<file path="config.mk">
export PLATFORM = sky130hd
export DESIGN_NAME = alu_arbiter
export DESIGN_NICKNAME = d
export VERILOG_FILES = /design/src/rtl/alu_arb_pkg.sv /design/src/rtl/alu_arbiter_rr_picker.sv /design/src/rtl/alu_arbiter.sv
export SDC_FILE = /design/constraint.sdc
export NUM_CORES = 1
export LEC_CHECK = 0
export BUFFER_PORTS_ARGS = -buffer_cell sky130_fd_sc_hd__buf_2
export CAP_MARGIN = 20
export CORE_AREA = 2 2 144 146
export CTS_CLUSTER_DIAMETER = 50
export DETAILED_ROUTE_END_ITERATION = 10
export DIE_AREA = 0 0 146 148
export SETUP_SLACK_MARGIN = 0.02
export SYNTH_ARGS = -nofsm -noshare
export SYNTH_HDL_FRONTEND = slang
export SYNTH_HIERARCHICAL = 1
export SYNTH_SLANG_ARGS = --single-unit
</file>
<file path="constraint.sdc">
create_clock -name clk -period 3.55 [get_ports clk]
set_input_delay 0.1775 -clock clk [delete_from_list [all_inputs] [get_ports clk]]
set_output_delay 0.1775 -clock clk [all_outputs]
set_load 0.05 [all_outputs]
</file>
<file path="src/rtl/alu_arb_pkg.sv">
// Shared FSM state type and width defaults for the ALU arbiter.
package alu_arb_pkg;

  localparam int unsigned DATA_WIDTH_DEF = 32;
  localparam int unsigned CTRL_WIDTH_DEF = 3;

  localparam logic [1:0] ST_IDLE = 2'd0;
  localparam logic [1:0] ST_EXEC = 2'd1;
  localparam logic [1:0] ST_RESP = 2'd2;

  typedef enum logic [1:0] {
    IDLE = ST_IDLE,
    EXEC = ST_EXEC,
    RESP = ST_RESP
  } state_t;

endpackage

</file>
<file path="src/rtl/alu_arbiter_rr_picker.sv">
// Grant picker: first valid index at or after ptr, wrapping to 0; one-hot grant plus index.
module rr_picker #(
  parameter int unsigned NUM_REQ = 2
) (
  input  logic [NUM_REQ-1:0]         valid,
  input  logic [$clog2(NUM_REQ)-1:0] ptr,
  output logic [NUM_REQ-1:0]         grant,
  output logic [$clog2(NUM_REQ)-1:0] idx,
  output logic                       found
);

  localparam int unsigned IDX_W = $clog2(NUM_REQ);

  int unsigned pos;

  always_comb begin
    grant = '0;
    idx   = '0;
    found = 1'b0;
    pos   = 0;
    for (int unsigned k = 0; k < NUM_REQ; k++) begin
      pos = 32'(ptr) + k;
      if (pos >= NUM_REQ) pos = pos - NUM_REQ;
      if (!found && valid[IDX_W'(pos)]) begin
        grant[IDX_W'(pos)] = 1'b1;
        idx                = IDX_W'(pos);
        found              = 1'b1;
      end
    end
  end

endmodule

</file>
<file path="src/rtl/alu_arbiter.sv">
// Shares one combinational ALU among NUM_REQ requesters via an IDLE/EXEC/RESP sequence.
// Define ALU_ARB_FIXED_PRIO_EN for fixed priority (lowest index wins) instead of round-robin.
module alu_arbiter
  import alu_arb_pkg::*;
#(
  parameter int unsigned DATA_WIDTH = DATA_WIDTH_DEF,
  parameter int unsigned NUM_REQ    = 2,
  parameter int unsigned CTRL_WIDTH = CTRL_WIDTH_DEF
) (
  input  logic                                 clk,
  input  logic                                 rst,
  input  logic [NUM_REQ-1:0]                   req_valid,
  output logic [NUM_REQ-1:0]                   req_ready,
  input  logic [NUM_REQ-1:0][DATA_WIDTH-1:0]   req_a,
  input  logic [NUM_REQ-1:0][DATA_WIDTH-1:0]   req_rd2,
  input  logic [NUM_REQ-1:0][DATA_WIDTH-1:0]   req_imm,
  input  logic [NUM_REQ-1:0]                   req_alusrc,
  input  logic [NUM_REQ-1:0][CTRL_WIDTH-1:0]   req_ctrl,
  output logic [DATA_WIDTH-1:0]                alu_a,
  output logic [DATA_WIDTH-1:0]                alu_in0,
  output logic [DATA_WIDTH-1:0]                alu_in1,
  output logic                                 alu_src,
  output logic [CTRL_WIDTH-1:0]                alu_ctrl,
  input  logic [DATA_WIDTH-1:0]                alu_result,
  input  logic                                 alu_zero,
  output logic                                 rsp_valid,
  input  logic                                 rsp_ready,
  output logic [$clog2(NUM_REQ)-1:0]           rsp_id,
  output logic [DATA_WIDTH-1:0]                rsp_data,
  output logic                                 rsp_zero
);

  localparam int unsigned ID_W = $clog2(NUM_REQ);

  state_t          state_q, state_d;
  logic [ID_W-1:0] ptr_q, ptr_d, gnt_idx;
  logic [NUM_REQ-1:0] gnt_vec;
  logic            gnt_any;
  logic            accept;

  rr_picker #(.NUM_REQ(NUM_REQ)) u_picker (
    .valid (req_valid),
    .ptr   (ptr_q),
    .grant (gnt_vec),
    .idx   (gnt_idx),
    .found (gnt_any)
  );

  // Accept strobe is combinational so the requester sees it in the grant cycle.
  assign accept    = !rst && (state_q == IDLE) && gnt_any;
  assign req_ready = accept ? gnt_vec : '0;

  always_comb begin
`ifdef ALU_ARB_FIXED_PRIO_EN
    ptr_d = '0;
`else
    ptr_d = ptr_q;
    if (accept) ptr_d = (gnt_idx == ID_W'(NUM_REQ - 1)) ? '0 : gnt_idx + ID_W'(1);
`endif
  end

  always_comb begin
    state_d = state_q;
    case (state_q)
      IDLE:    if (gnt_any) state_d = EXEC;
      EXEC:    state_d = RESP;
      RESP:    if (rsp_valid && rsp_ready) state_d = IDLE;
      default: state_d = IDLE;
    endcase
  end

  always_ff @(posedge clk) begin
    if (rst) begin
      state_q <= IDLE;
      ptr_q   <= '0;
    end else begin
      state_q <= state_d;
      ptr_q   <= ptr_d;
    end
  end

  // ALU-side registers hold the granted operands only while in EXEC.
  always_ff @(posedge clk) begin
    if (rst) begin
      alu_a     <= '0;
      alu_in0   <= '0;
      alu_in1   <= '0;
      alu_src   <= 1'b0;
      alu_ctrl  <= '0;
      rsp_valid <= 1'b0;
      rsp_id    <= '0;
      rsp_data  <= '0;
      rsp_zero  <= 1'b0;
    end else begin
      case (state_q)
        IDLE: begin
          if (gnt_any) begin
            alu_a    <= req_a[gnt_idx];
            alu_in0  <= req_rd2[gnt_idx];
            alu_in1  <= req_imm[gnt_idx];
            alu_src  <= req_alusrc[gnt_idx];
            alu_ctrl <= req_ctrl[gnt_idx];
            rsp_id   <= gnt_idx;
          end
        end
        EXEC: begin
          alu_a     <= '0;
          alu_in0   <= '0;
          alu_in1   <= '0;
          alu_src   <= 1'b0;
          alu_ctrl  <= '0;
          rsp_data  <= alu_result;
          rsp_zero  <= alu_zero;
          rsp_valid <= 1'b1;
        end
        RESP: begin
          if (rsp_ready) rsp_valid <= 1'b0;
        end
        default: ;
      endcase
    end
  end

endmodule

</file>
==> results.ini <==
[synth]
synth_cells = 508
synth-compound-area-share_pct = 26.4
syn_area_um2 = 6030
ys_warn_count = 6
synth_fa_ha_area_share_pct = 0
synth-seq-cells = 138
synth-simple-area-share_pct = 5.68
syn_nets = 746
yosys-mux-area-fraction_pct = 16.9
yosysSeqAreaShare_pct = 45.8
synth_xor_area_share_pct = 0
ys_types = 24
synth_top_family_by_area = compound AO/OA/AOI/OAI gates
syn_avg_cell_area_um2 = 11.9

[outcome]
status = completed

[timing]
setup_violations = 0
rsz0062_at_grt = no
period_minus_slack_ns = 2.28
slew_headroom_pct = 47.4
fin_crit_sh_pct = 64.2
fin_worst_skew_ns = 0.00702
drv_slew = 0
finalHoldViolations = 0
worst_slew_pin_slew_ns = 0.787
setup_tns_ns = 0
fmax_mhz = 439

[clock_network]
cts_buffers = 17
post_cts_buffers = 0
clock_path_buffers = 2
clkLatencyLatePin_ns = 0.41
h-tree-depth = 4
path_clk_slew_ns = 0.06
cts_resized = 0
cts_tree = yes
cts.sinks = 138
cts_hold_buf = 27
cts_root_buf = clkbuf_16

[routing]
drt_iter0_markers = 159
vias = 5193
drt.antenna.violating_nets = 0
via_per_inst = 4.42
routed_wl_mm = 17.6
post_drt_wl_per_cell_um = 15.0
dr.pass1.iters = 4
drcViolationCount = 0

[setup_path]
cp_max_fo = 34
reg2reg_to = alu_in0[2]
cp.arrival_ns = 2.10
r2r_start = ptr_q
critPathSlowestCell = nand2b_4
worstPathRequired_ns = 3.37
cpPeakStageDelay_ns = 0.39
path_class = register to primary output
startpoint = state_q[1]
crit_chain = nor3b_2 > nand2b_4 > inv_2 > and2_1 > buf_2
endpoint_kind = primary output
reg2reg_depth = 5
crit_end = req_ready[1]
ff2ff_setup_slack_ns = 1.54
start_kind = register

[floorplan]
start_util_pct = 30.1
fp.dieH_um = 148
die_w_um = 146
rows = 52
ios = 375
core_area_um2 = 20000
dieArea_um2 = 21600

[place]
routabilityCongestion = 0.722
port_buffers = 374
dpl.hpwl_mm = 12.9

[flow_run]
max_cap_violations = 0

[pwr]
peakVddDrop_v = 0.000320
p_leak_nw = 4.21
p_total_w = 0.00498
power_density_nw_per_um2 = 553

[global_route]
grt_overflow = 0
grt.total_usage_pct = 16.0
grt_max_degree = 69
grt_pass1_vias = 5343
grt_pass1_wl_mm = 27.7
antenna_found_initial = 1

[layout]
nNetsFinal = 1131
antenna_cells = 0
layout_common_cells = buf_2 (374), dfxtp_1 (138), mux2i_1 (102)
final_common_cell = buf_2
areaGrowthSynthToFinish_pct = 49.3
drive_above_1_share_pct = 55.5

[min_path]
hp-class = input pin to register

[power by group]
| part | switching, W | total, W | leakage (nW) | internal [W] |
|---|---|---|---|---|
| registers | 0.0000915 | 0.00178 | 1.13 | 0.00169 |
| logic | 0.000872 | 0.00127 | 2.77 | 0.000398 |
| clock network | 0.000727 | 0.00193 | 0.306 | 0.00120 |
[cell usage after synthesis]
master     number  area share [%]
dfxtp_1       138              46
mux2i_1       102              17
o2bb2ai_2      81              20
nand2_1        68             4.2
a21oi_1        35             2.9
buf_2          19             1.6
o2bb2ai_1      19             2.8
buf_4          10             1.2
buf_6          10             1.9
a21boi_1        3            0.37
buf_1           3            0.19
clkbuf_1        3            0.19
and2_1          2            0.21
inv_1           2            0.12
nand2b_1        2            0.21
nor2_1          2            0.12
nor2b_1         2            0.21
inv_2           1           0.062
nand3b_1        1            0.12
nor2_4          1            0.19
nor3_1          1           0.083
nor3b_2         1            0.21
o21ba_2         1            0.17
or2_1           1            0.10
[cells by family (layout without fill, tap and decap cells)]
| family | count (synthesis) | in the layout |
|---|---|---|
| AOI/OAI and AO/OA | 139 | 139 |
| DFF | 138 | 138 |
| muxes | 102 | 102 |
| and+or+nand+nor | 81 | 81 |
| buffers and inverters | 48 | 446 |
[through the flow]
step / util [%] / area (um^2) / hold WS, ns / cells / setup WS (ns)
2_1_floorplan: - / 6030 / 0.313 / 508 / 2.03
3_3_place_gp: 40.4 / 8100 / 0.418 / 1117 / 1.40
3_5_place_dp: 40.4 / 8100 / 0.424 / 1117 / 1.38
4_1_cts: 44.9 / 9010 / 0.000571 / 1176 / 1.20
5_1_grt: 44.9 / 9010 / 0.00515 / 1176 / 1.05
6_report: 44.9 / 9010 / 0.0158 / 1176 / 1.27
[cell type report]
class | instances | area, um^2
clock buffers | 18 | 429
flip-flops and latches | 138 | 2760
multi-input cells | 322 | 2980
well taps | 270 | 338
clock inverters | 14 | 210
inverters | 3 | 11.3
repair buffers | 411 | 2280
fillers | 1960 | 11000
[worst min path at each step]
stage | startpoint | end | slack (ns) | depth (start not counted)
detailed placement | alu_result[22] | rsp_data[22] | 0.42 | 3
global placement | alu_result[14] | rsp_data[14] | 0.42 | 3
finish | alu_result[2] | rsp_data[2] | 0.02 | 3
floorplan | alu_result[0] | rsp_data[0] | 0.31 | 2
global route | alu_zero | rsp_zero | 0.005 | 3
CTS | alu_result[6] | rsp_data[6] | 0.0006 | 3
[flip-flops by register name, summed over array words and instances, names as in the netlist]
name and count:
alu_a 32, alu_in1 32, alu_ctrl 3, alu_in0 32, state_q 2, ptr_q 1, rsp_id 1, rsp_valid 1
rsp_zero 1, alu_src 1, rsp_data 32
[layer usage]
metal,up-vias,wire length [um],GRT usage (%)
met5,-,0,0
met4,0,224,4.61
met3,13,1330,5.46
met2,217,8820,28.2
met1,2328,7240,18.6
li1,2635,-,-
[worst max-delay path, delay by kind of cell, from the launching register on]
family / cells / cell delay, ns
buffers and inverters: 2 / 0.42
DFF: 1 / 0.38
and+or+nand+nor: 3 / 0.90
Power figures use the tool's default switching activity.
